--- src/rtl/fetch_unit.sv ---
// Instruction-fetch stage: owns the PC, drives a 1-cycle-latency ROM and hands
// instructions to decode through an output register backed by a one-entry skid buffer.
module fetch_unit #(
   parameter int                ADDR_W   = 16,
   parameter int                INSTR_W  = 16,
   parameter logic [ADDR_W-1:0] RESET_PC = '0,
   parameter int                PC_STEP  = 1
) (
   input  logic               clk,
   input  logic               reset,
   output logic [ADDR_W-1:0]  rom_addr,
   input  logic [INSTR_W-1:0] rom_q,
   input  logic               stall,
   input  logic               redirect_valid,
   input  logic [ADDR_W-1:0]  redirect_addr,
   output logic [INSTR_W-1:0] instr_out,
   output logic [ADDR_W-1:0]  instr_pc,
   output logic               instr_valid
);

   logic [ADDR_W-1:0]  pc_q, pc_d;
   logic               inflight_q, inflight_d;
   logic [ADDR_W-1:0]  inflight_pc_q, inflight_pc_d;
   logic               out_valid_q, out_valid_d;
   logic [INSTR_W-1:0] out_instr_q, out_instr_d;
   logic [ADDR_W-1:0]  out_pc_q, out_pc_d;
   logic               skid_valid_q, skid_valid_d;
   logic [INSTR_W-1:0] skid_instr_q, skid_instr_d;
   logic [ADDR_W-1:0]  skid_pc_q, skid_pc_d;

   logic consume;
   logic issue_en;

   assign consume  = out_valid_q && !stall;
   // Stop issuing once the returning word would be the last one the skid can absorb.
   assign issue_en = !skid_valid_q && !(stall && out_valid_q && inflight_q);

   always_comb begin
      pc_d          = pc_q;
      inflight_d    = 1'b0;
      inflight_pc_d = inflight_pc_q;
      out_valid_d   = out_valid_q;
      out_instr_d   = out_instr_q;
      out_pc_d      = out_pc_q;
      skid_valid_d  = skid_valid_q;
      skid_instr_d  = skid_instr_q;
      skid_pc_d     = skid_pc_q;

      if (redirect_valid) begin
         pc_d         = redirect_addr;
         out_valid_d  = 1'b0;
         skid_valid_d = 1'b0;
      end else begin
         if (issue_en) begin
            inflight_d    = 1'b1;
            inflight_pc_d = pc_q;
            pc_d          = pc_q + ADDR_W'(PC_STEP);
         end

         if (consume && skid_valid_q) begin
            out_valid_d  = 1'b1;
            out_instr_d  = skid_instr_q;
            out_pc_d     = skid_pc_q;
            skid_valid_d = inflight_q;
            if (inflight_q) begin
               skid_instr_d = rom_q;
               skid_pc_d    = inflight_pc_q;
            end
         end else if (inflight_q && (!out_valid_q || consume) && !skid_valid_q) begin
            out_valid_d = 1'b1;
            out_instr_d = rom_q;
            out_pc_d    = inflight_pc_q;
         end else if (inflight_q) begin
            skid_valid_d = 1'b1;
            skid_instr_d = rom_q;
            skid_pc_d    = inflight_pc_q;
         end else if (consume) begin
            out_valid_d = 1'b0;
         end
      end
   end

   always_ff @(posedge clk or negedge reset) begin
      if (!reset) begin
         pc_q          <= RESET_PC;
         inflight_q    <= 1'b0;
         inflight_pc_q <= '0;
         out_valid_q   <= 1'b0;
         out_instr_q   <= '0;
         out_pc_q      <= '0;
         skid_valid_q  <= 1'b0;
         skid_instr_q  <= '0;
         skid_pc_q     <= '0;
      end else begin
         pc_q          <= pc_d;
         inflight_q    <= inflight_d;
         inflight_pc_q <= inflight_pc_d;
         out_valid_q   <= out_valid_d;
         out_instr_q   <= out_instr_d;
         out_pc_q      <= out_pc_d;
         skid_valid_q  <= skid_valid_d;
         skid_instr_q  <= skid_instr_d;
         skid_pc_q     <= skid_pc_d;
      end
   end

   assign rom_addr    = pc_q;
   assign instr_out   = out_instr_q;
   assign instr_pc    = out_pc_q;
   assign instr_valid = out_valid_q;

endmodule
--- config.mk ---
export PLATFORM = sky130hd
export DESIGN_NAME = fetch_unit
export DESIGN_NICKNAME = d
export VERILOG_FILES = /design/src/rtl/fetch_unit.sv
export SDC_FILE = /design/constraint.sdc
export NUM_CORES = 1
export LEC_CHECK = 0
export ABC_AREA = 0
export CORE_MARGIN = 3
export CORE_UTILIZATION = 45
export CTS_CLUSTER_SIZE = 40
export DETAILED_ROUTE_END_ITERATION = 8
export GPL_ROUTABILITY_DRIVEN = 0
export GPL_TIMING_DRIVEN = 0
export PLACE_DENSITY = 0.68
export SYNTH_ARGS = -nofsm -noshare
export SYNTH_HDL_FRONTEND = slang
export SYNTH_SLANG_ARGS = --single-unit
--- constraint.sdc ---
create_clock -name clk -period 6 [get_ports clk]
set_clock_uncertainty 0.15 [all_clocks]
set_input_delay 1.2 -clock clk [delete_from_list [all_inputs] [get_ports clk]]
set_output_delay 1.2 -clock clk [all_outputs]
set_load 0.02 [all_outputs]
== Word-level counts from Yosys, hierarchy flattened ==
Cells that the tools add are included.

* Register bits: 99
* Bits in latches: 0
* Memory bits (writable): 0
* Bits in read-only memories: 0
* Input port bits: 36
* Output and inout port bits: 49
* Logic and storage cells: 58
* Memories: 0

* Add/sub/neg operators: 1
* $mul: 0
* Divide/modulo/power cells: 0
* $lt $le $gt $ge: 0
* Equal/unequal tests: 3
* Shifts and indexed selects: 0
* Multiplexer cells: 23
* Bitwise gates (word level): 1
* Reductions and logical operators: 21

{| class="wikitable"
|+ Operator list
! operator !! number
|-
| $mux W16 || 12
|-
| $add A16 B1 Y16 const B || 1
|-
| $mux W1 || 11
|-
| $reduce_and A2 Y1 || 5
|-
| $logic_and A1 B1 Y1 || 7
|-
| $logic_not A1 Y1 || 4
|-
| $ne A4 B2 Y1 const B || 1
|-
| $reduce_bool A2 Y1 || 2
|-
| $reduce_bool A4 Y1 || 1
|-
| $ne A3 B3 Y1 const B || 1
|-
| $reduce_bool A3 Y1 || 1
|-
| $ne A2 B2 Y1 const B || 1
|-
| $logic_or A1 B1 Y1 || 1
|-
| $not A1 Y1 || 1
|}

== Depth between registers and ports, before layout ==
Gate-level depths: netlist of the first run.

* Depth after elaboration: 8
* Mapped depth: 6

== Worst setup path before layout of the first run ==
No wires, ideal clock.

* Path type: input port to flip-flop
* Start point: input port stall
* End point: register pc_q[15], in the netlist rom_addr[15]
* Setup time: 0.126 ns
* Arrival time: 2.427 ns
* Path slack: 3.297 ns
* Cell stages on the path: 5
* Path buffers: 1
* Cell sequence: a31o_1 buf_6 nor4_4 mux2_4 a221o_1

* Word-level cells in the longest chain between the ends: 5

{| class="wikitable"
|+ RTL lines
! item !! RTL line !! text
|-
| start: declaration || 13 || <nowiki>input logic stall,</nowiki>
|-
| $logic_and A1 B1 Y1 (2 in a row) || 36 || <nowiki>assign issue_en = !skid_valid_q && !(stall && out_valid_q && inflight_q);</nowiki>
|-
| $logic_not A1 Y1 || 36 ||
|-
| $logic_and A1 B1 Y1 || 36 ||
|-
| $reduce_bool A2 Y1 (no source line) || n/a ||
|-
| end signal: assignment || 95 || <nowiki>pc_q <= pc_d;</nowiki>
|-
| end: declaration || 21 || <nowiki>logic [ADDR_W-1:0] pc_q, pc_d;</nowiki>
|}

Every way passes these cells.
A chain may end at the register's enable or synchronous reset.

== Worst setup path after layout of the first run ==
Ends and elaborated chain as after synthesis.

==> summary.md, run 1 <==
| Metric | Value |
|---|---|
| Yosys top cell by area | `dfrtp_1` |
| Mapped Avg Cell Area | `12.2 sq um` |
| H-tree depth | `3` |
| GR Util All Layers | `17.8%` |
| Number of clock sinks | `99` |
| RR Startpoint | `instr_valid` |
| Largest net degree at the start of global routing | `57` |
| Routed len/inst | `16.2 microns` |
| Unrepaired setup endpoints after global routing | `false` |
| Via count | `3024` |
| Num CTS Buffers | `9` |
| Die height | `104 microns` |
| # DRC | `0` |
| CP Max Fanout | `10` |
| Global route overflow | `0` |
| Ranking of synthesized cells by area | `dfrtp_1, mux2_2, mux2i_1` |
| Total Wirelength | `9450 microns` |
| Antenna-violating nets left | `0` |
| Peak supply drop | `0.000157 V` |
| Most common flop cell mapped by yosys | `dfrtp_1` |
| Hold path cells | `1` |
| Post CTS Setup Buffer Count | `0` |
| Die area | `10800 sq um` |
| Req. time, crit path | `6080 ps` |
| Clk_lat worst skew | `350 ps` |
| Highest clock rate | `326 MHz` |
| Antenna violations before repair | `0` |
| Rel. slew slack | `51.6%` |
| Post_cts resized | `0` |
| First-pass GRT wire length | `15900 microns` |
| Post-synthesis sequential area ratio | `57.2%` |
| PwrDens | `358 nW/um^2` |
| Fin crit share | `51.1%` |
| Overall power | `1.99 mW` |
| HP Start | `skid_instr_q[10]` |
| Drt initial violations | `89` |
| Nets | `489` |
| Worst-Margin Slew | `726 ps` |
| Clock Tree Buf Depth | `2` |
| Share of the synthesized area in the top cell type | `57.2%` |
| Vias in the first global route | `3104` |
| Clock-pin slew on the worst setup and hold paths | `80 ps` |
| Cell Area, Synth | `4330 sq um` |
| I/O pin total | `85` |
| Max Transition Viols Final | `0` |
| IO buf count | `84` |
| Unique masters post-synth | `35` |
| Startpoint types | `input pin` |
| Fillers | `805` |
| Final Hold Fails | `0` |
| Post-Synthesis Cells | `356` |
| Layout Cells excl Fill | `585` |
| Chip width | `104 microns` |
| Critical Path AT | `3140 ps` |
| Flops & latches, synth | `99` |
| Setup_tns | `0 ps` |
| # rows | `35` |
| Root Buffer | `clkbuf_8` |
| Worst R2R Path Depth | `6` |
| Inserted Diodes | `0` |
| Worst Path Class, Setup | `input pin to flop` |
| Final HPWL DP | `6560 microns` |
| Net Count, Synth | `393` |
| Starting density of the core | `46.6%` |
| Critical path endpoint category | `flop` |
| Worst setup path startpoint | `stall` |
| Setup violations, final | `0` |
| Placed Cells | `570` |
| Post-synth EDFFs | `0` |
| Hold/Removal Path Class | `flop to flop` |
| Ys Warns | `0` |
| CTS tree | `built` |
| Status | `finished, final reports clean` |
| Layout cells sized above 1 | `18.2%` |
| Worst hold slack | `362 ps` |
| Core area | `9280 sq um` |
| TritonRoute pass-1 iters | `4` |
| LEAKAGE | `2.48 nW` |
| Ys async rst share | `100%` |
| Tmin final | `3060 ps` |
| P&R area growth vs syn | `28.0%` |
| MaxCap Viol Count | `0` |
| CTS Hold Bufs | `0` |
| Vias per inst | `5.17` |
==> per-layer routing <==
| layer | track usage (%) | part of all wire (%) | vias to the layer above |
|---|---|---|---|
| met2 | 27.0 | 46 | 91 |
| met1 | 26.2 | 48 | 1475 |
| met5 | 0 | 0 | - |
| met4 | 5.03 | 0.91 | 0 |
| li1 | - | - | 1448 |
| met3 | 3.41 | 5.7 | 10 |
==> cells in the final DEF (no fill, tap or decap), types with 2 or more instances in the layout <==
| master | synthesis | layout |
|---|---|---|
| buf_2 | 10 | 10 |
| nor3_1 | 4 | 4 |
| xor2_1 | 5 | 5 |
| nand3_1 | 6 | 6 |
| nor2b_1 | 3 | 3 |
| clkbuf_1 | 7 | 8 |
| clkdlybuf4s50_1 | 0 | 83 |
| clkbuf_8 | 0 | 10 |
| xnor2_1 | 7 | 7 |
| dfrtp_1 | 99 | 99 |
| mux2_2 | 49 | 49 |
| nor2_1 | 35 | 35 |
| inv_1 | 3 | 3 |
| o21ai_0 | 13 | 13 |
| mux2i_1 | 34 | 34 |
| nor4_1 | 2 | 2 |
| o21ai_1 | 2 | 2 |
| buf_6 | 3 | 3 |
| nand4_1 | 5 | 5 |
| nand2_1 | 19 | 19 |
| a21oi_1 | 34 | 34 |
==> layout make-up <==
| type | instances | area [sq um] | area share, % |
|---|---|---|---|
| well taps | 129 | 161 | 2.91 |
| clock inverters | 4 | 51.3 | 0.926 |
| flip-flops and latches | 99 | 2480 | 44.7 |
| repair buffers | 85 | 858 | 15.5 |
| multi-input cells | 234 | 1730 | 31.2 |
| inverters | 3 | 11.3 | 0.203 |
| plain buffers | 20 | 110 | 1.99 |
| clock buffers | 11 | 141 | 2.55 |
==> worst paths after layout <==
check,to,slack [ps]
max in group asynchronous,skid_pc_q[13],4260
worst max-delay path,rom_addr[15],2940
worst min register to register,skid_instr_q[10],360
min in group asynchronous,instr_out[12],750
worst max register to register,rom_addr[15],3830
worst min-delay path,skid_instr_q[10],360
==> Yosys cell counts (2+ instances only) <==
cell and number:
a21oi_1 34, mux2i_1 34, o21ai_0 13, buf_6 3
nand4_1 5, nor2b_1 3, clkbuf_1 7, xnor2_1 7
nand3_1 6, xor2_1 5, nand2_1 19, mux2_2 49
nor2_1 35, o21ai_1 2, dfrtp_1 99, buf_2 10
inv_1 3, nor4_1 2, nor3_1 4
==> metrics by stage <==
| step | util [%] | area [sq um] | setup WS (ps) |
|---|---|---|---|
| 4_1_cts | 59.7 | 5540 | 2940 |
| 5_1_grt | 59.7 | 5540 | 2860 |
| 3_5_place_dp | 57.6 | 5350 | 2570 |
| 3_3_place_gp | 57.4 | 5330 | -140 |
| 2_1_floorplan | - | 4330 | 3300 |
| 6_report | 59.7 | 5540 | 2940 |
==> report_power, final <==
group / internal, mW / total [mW] / switching [mW]
combinational: 0.312 / 0.574 / 0.262
clock: 0.202 / 0.423 / 0.221
sequential: 0.864 / 0.989 / 0.124
==> flip-flops by register name, summed over array words and instances (netlist names), 16 cells and up <==
register / count
rom_addr: 16
inflight_pc_q: 16
instr_out: 16
skid_pc_q: 16
skid_instr_q: 16
instr_pc: 16
==> cell families after synthesis <==
group                    after synthesis  share of synthesized area (%)
AO/OA/AOI/OAI                         54                           7.05
XOR/XNOR                              12                           2.43
adder cells (fa/ha/maj)                1                          0.289
buffers and inverters                 23                           2.80
flip-flops                            99                           57.2
multiplexers                          84                           21.0
AND/OR/NAND/NOR                       83                           9.25
==> critical path, stage by stage <==
cell and delay, ps:
clkdlybuf4s50_1 550, a31o_1 260, buf_6 150, nor4_4 400, mux2_4 330, a221o_1 250
No activity file was read; power rests on OpenSTA's default activity.
==> run 2, diff against run 1 <==
==> constraint.sdc (replaced) <==
create_clock -name clk -period 2.9 [get_ports clk]
set_clock_uncertainty 0.15 [all_clocks]
set_input_delay 0.58 -clock clk [delete_from_list [all_inputs] [get_ports clk]]
set_output_delay 0.58 -clock clk [all_outputs]
set_load 0.02 [all_outputs]
==> results of run 2 <==
Same layout as run 1 (identical final DEF). Status: finished, final reports clean.
Among the figures that moved: setup slack after placement 2570 ps -> 88.4 ps; clock-pin slew on the worst setup and hold paths 80 ps -> 90 ps; setup slack after layout 2940 ps -> 457 ps; hold slack 362 ps -> 126 ps; register-to-register setup slack 3830 ps -> 730 ps; total power 1.99 mW -> 4.11 mW; worst IR drop on VDD 0.000157 V -> 0.000325 V
==> run 3, diff against run 2 <==
==> constraint.sdc (replaced) <==
create_clock -name clk -period 2.3 [get_ports clk]
set_clock_uncertainty 0.15 [all_clocks]
set_input_delay 0.46 -clock clk [delete_from_list [all_inputs] [get_ports clk]]
set_output_delay 0.46 -clock clk [all_outputs]
set_load 0.02 [all_outputs]
==> run 3 against run 2 <==
Core utilization about the same. Power rose by 26%. Critical path depth is the same. Design area barely moved. Die area is the same. Worst setup slack worse by 320 ps. Critical endpoint unchanged.
==> summary.md, run 3 (synthesized netlist as in run 1, its figures left out) <==
| Metric | Value |
|---|---|
| Layout cells sized above 1 | `18.4% (+0.22 points)` |
| Drt initial violations | `77 (-13%)` |
| Worst Path Class, Setup | `flop to flop` |
| Tmin final | `2170 ps` |
| Max Transition Viols Final | `0 (unchanged)` |
| Vias in the first global route | `3098 (-0.19%)` |
| Inserted Diodes | `0 (unchanged)` |
| Worst flop-to-flop path endpoint | `rom_addr[15]` |
| Antenna-violating nets left | `0 (unchanged)` |
| # DRC | `0 (unchanged)` |
| LEAKAGE | `2.48 nW (about the same)` |
| Die area | `10800 sq um (unchanged)` |
| Total Wirelength | `9420 microns (-0.26%)` |
| Number of clock sinks | `99 (unchanged)` |
| Via count | `3022 (-0.066%)` |
| Worst-Margin Slew | `726 ps (-0.0592 ps)` |
| Met1 Track Usage GR | `26.3% (+0.041 points)` |
| Clock Tree Buf Depth | `2 (unchanged)` |
| Fillers | `805 (unchanged)` |
| Chip width | `104 microns (unchanged)` |
| Overall power | `5.18 mW` |
| Met2 Use GR | `27.0% (-0.046 points)` |
| MaxCap Viol Count | `0 (unchanged)` |
| Unrepaired setup endpoints after global routing | `false` |
| Startpoint types | `flop` |
| Status | `finished, final reports clean` |
| Sequential Area | `2480 sq um (unchanged)` |
| Highest clock rate | `461 MHz` |
| I/O pin total | `85 (unchanged)` |
| RR Startpoint | `instr_valid` |
| Multi-input logic area | `1730 sq um (+0.14%)` |
| Clock-pin slew on the worst setup and hold paths | `90 ps` |
| Fin crit share | `94.2%` |
| Hold/Removal Path Class | `input pin to asynchronous set/reset pin` |
| Die height | `104 microns (unchanged)` |
| Setup_tns | `0 ps (unchanged)` |
| Peak supply drop | `0.000408 V` |
| Crit path to | `rom_addr[15]` |
| R2r setup slk | `130 ps` |
| CTS tree | `built` |
| IO buf count | `84 (unchanged)` |
| Antenna violations before repair | `0 (unchanged)` |
| Critical path endpoint category | `flop` |
| Final HPWL DP | `6560 microns (unchanged)` |
| Met3 usage | `3.41% (unchanged)` |
| First-pass GRT wire length | `15900 microns (unchanged)` |
| Clk_lat worst skew | `350 ps (about the same)` |
| Layout Cells excl Fill | `585 (unchanged)` |
| Root Buffer | `clkbuf_8` |
| Core area | `9280 sq um (unchanged)` |
| Final Hold Fails | `0 (unchanged)` |
| Routed len/inst | `16.1 microns (-0.26%)` |
| P&R area growth vs syn | `28.0% (about the same)` |
| # rows | `35 (unchanged)` |
| Req. time, crit path | `2380 ps` |
| Rel. slew slack | `51.6% (about the same)` |
| TritonRoute pass-1 iters | `4 (unchanged)` |
| PwrDens | `934 nW/um^2` |
| Num CTS Buffers | `9 (unchanged)` |
| Most frequent cells in the layout | `dfrtp_1, clkdlybuf4s50_1, mux2_2` |
| Worst hold slack | `2.68 ps` |
| Global route overflow | `0 (unchanged)` |
| Vias per inst | `5.17 (about the same)` |
| Top Usage Layer GRT | `met2` |
| Critical Path AT | `2250 ps` |
| CTS Hold Bufs | `0 (unchanged)` |
| CP Max Fanout | `10 (unchanged)` |
| H-tree depth | `3 (unchanged)` |
| Worst R2R Path Depth | `6 (unchanged)` |
| Starting density of the core | `46.6% (unchanged)` |
| Setup violations, final | `0 (unchanged)` |
| Largest net degree at the start of global routing | `57 (unchanged)` |
| Nets | `489 (unchanged)` |
| Placed Cells | `570 (unchanged)` |
| Commonest non-fill, non-tap cell in the layout | `dfrtp_1` |
| Worst setup path startpoint | `instr_valid` |
| GR Util All Layers | `17.8% (unchanged)` |
[run 3: changes by cell type in the layout (fill, tap and decap cells not counted)]
cell | previous run | this run
dlygate4sd2_1 | 0 | 1
nor2_1 | 35 | 34
nor2_2 | 1 | 2
clkdlybuf4s50_1 | 83 | 82
[run 3: repair_timing]
item,in CTS,in global routing
gates resized for setup,2,0
setup endpoints to repair,19,0
setup buffers,0,0
[run 3: worst min path at each step]
stage	start	slack, ps	endpoint	cells after the start
final	reset	3	instr_out[12]	1
after global routing	reset	50	instr_out[13]	1
after CTS	reset	30	rom_addr[0]	1
after detailed placement	skid_instr_q[15]	340	skid_instr_q[15]	1
after global placement	skid_instr_q[1]	340	skid_instr_q[1]	1
after floorplan	reset	10	inflight_pc_q[0]	0
[run 3: worst max-delay path, cell delays in order, from the launching register on]
cell and delay (ps):
dfrtp_1 410, buf_6 140, a31o_1 220, buf_6 150
nor4_4 400, mux2_4 330, a221o_1 250
[run 3: power breakdown]
group,leakage (nW),switching [mW],internal [mW]
logic,1.22,0.683,0.814
registers,1.16,0.325,2.25
clock network,0.0954,0.574,0.528
total,2.48,1.58,3.60
[run 3: layout make-up]
| class | instances | share of cell area (%) |
|---|---|---|
| Clock buffer | 11 | 2.55 |
| Timing Repair Buffer | 85 | 15.5 |
| Inverter | 3 | 0.203 |
| Clock inverter | 4 | 0.926 |
| Sequential cell | 99 | 44.7 |
| Buffer | 20 | 1.99 |
| Tap cell | 129 | 2.91 |
| Multi-Input combinational cell | 234 | 31.3 |
[run 3: routing by layer]
layer	vias to the layer above	part of all wire, %
li1	1446	-
met1	1485	48
met2	81	46
met3	10	5.1
met4	0	0.91
met5	-	0
[run 3: stage by stage]
step	util, %	area, sq um	worst slack (ps)
after detailed placement	57.6	5350	-392
after floorplan	-	4330	150
after global routing	59.7	5540	21.4
final	59.7	5540	133
after CTS	59.7	5540	104
after global placement	57.4	5330	-3100
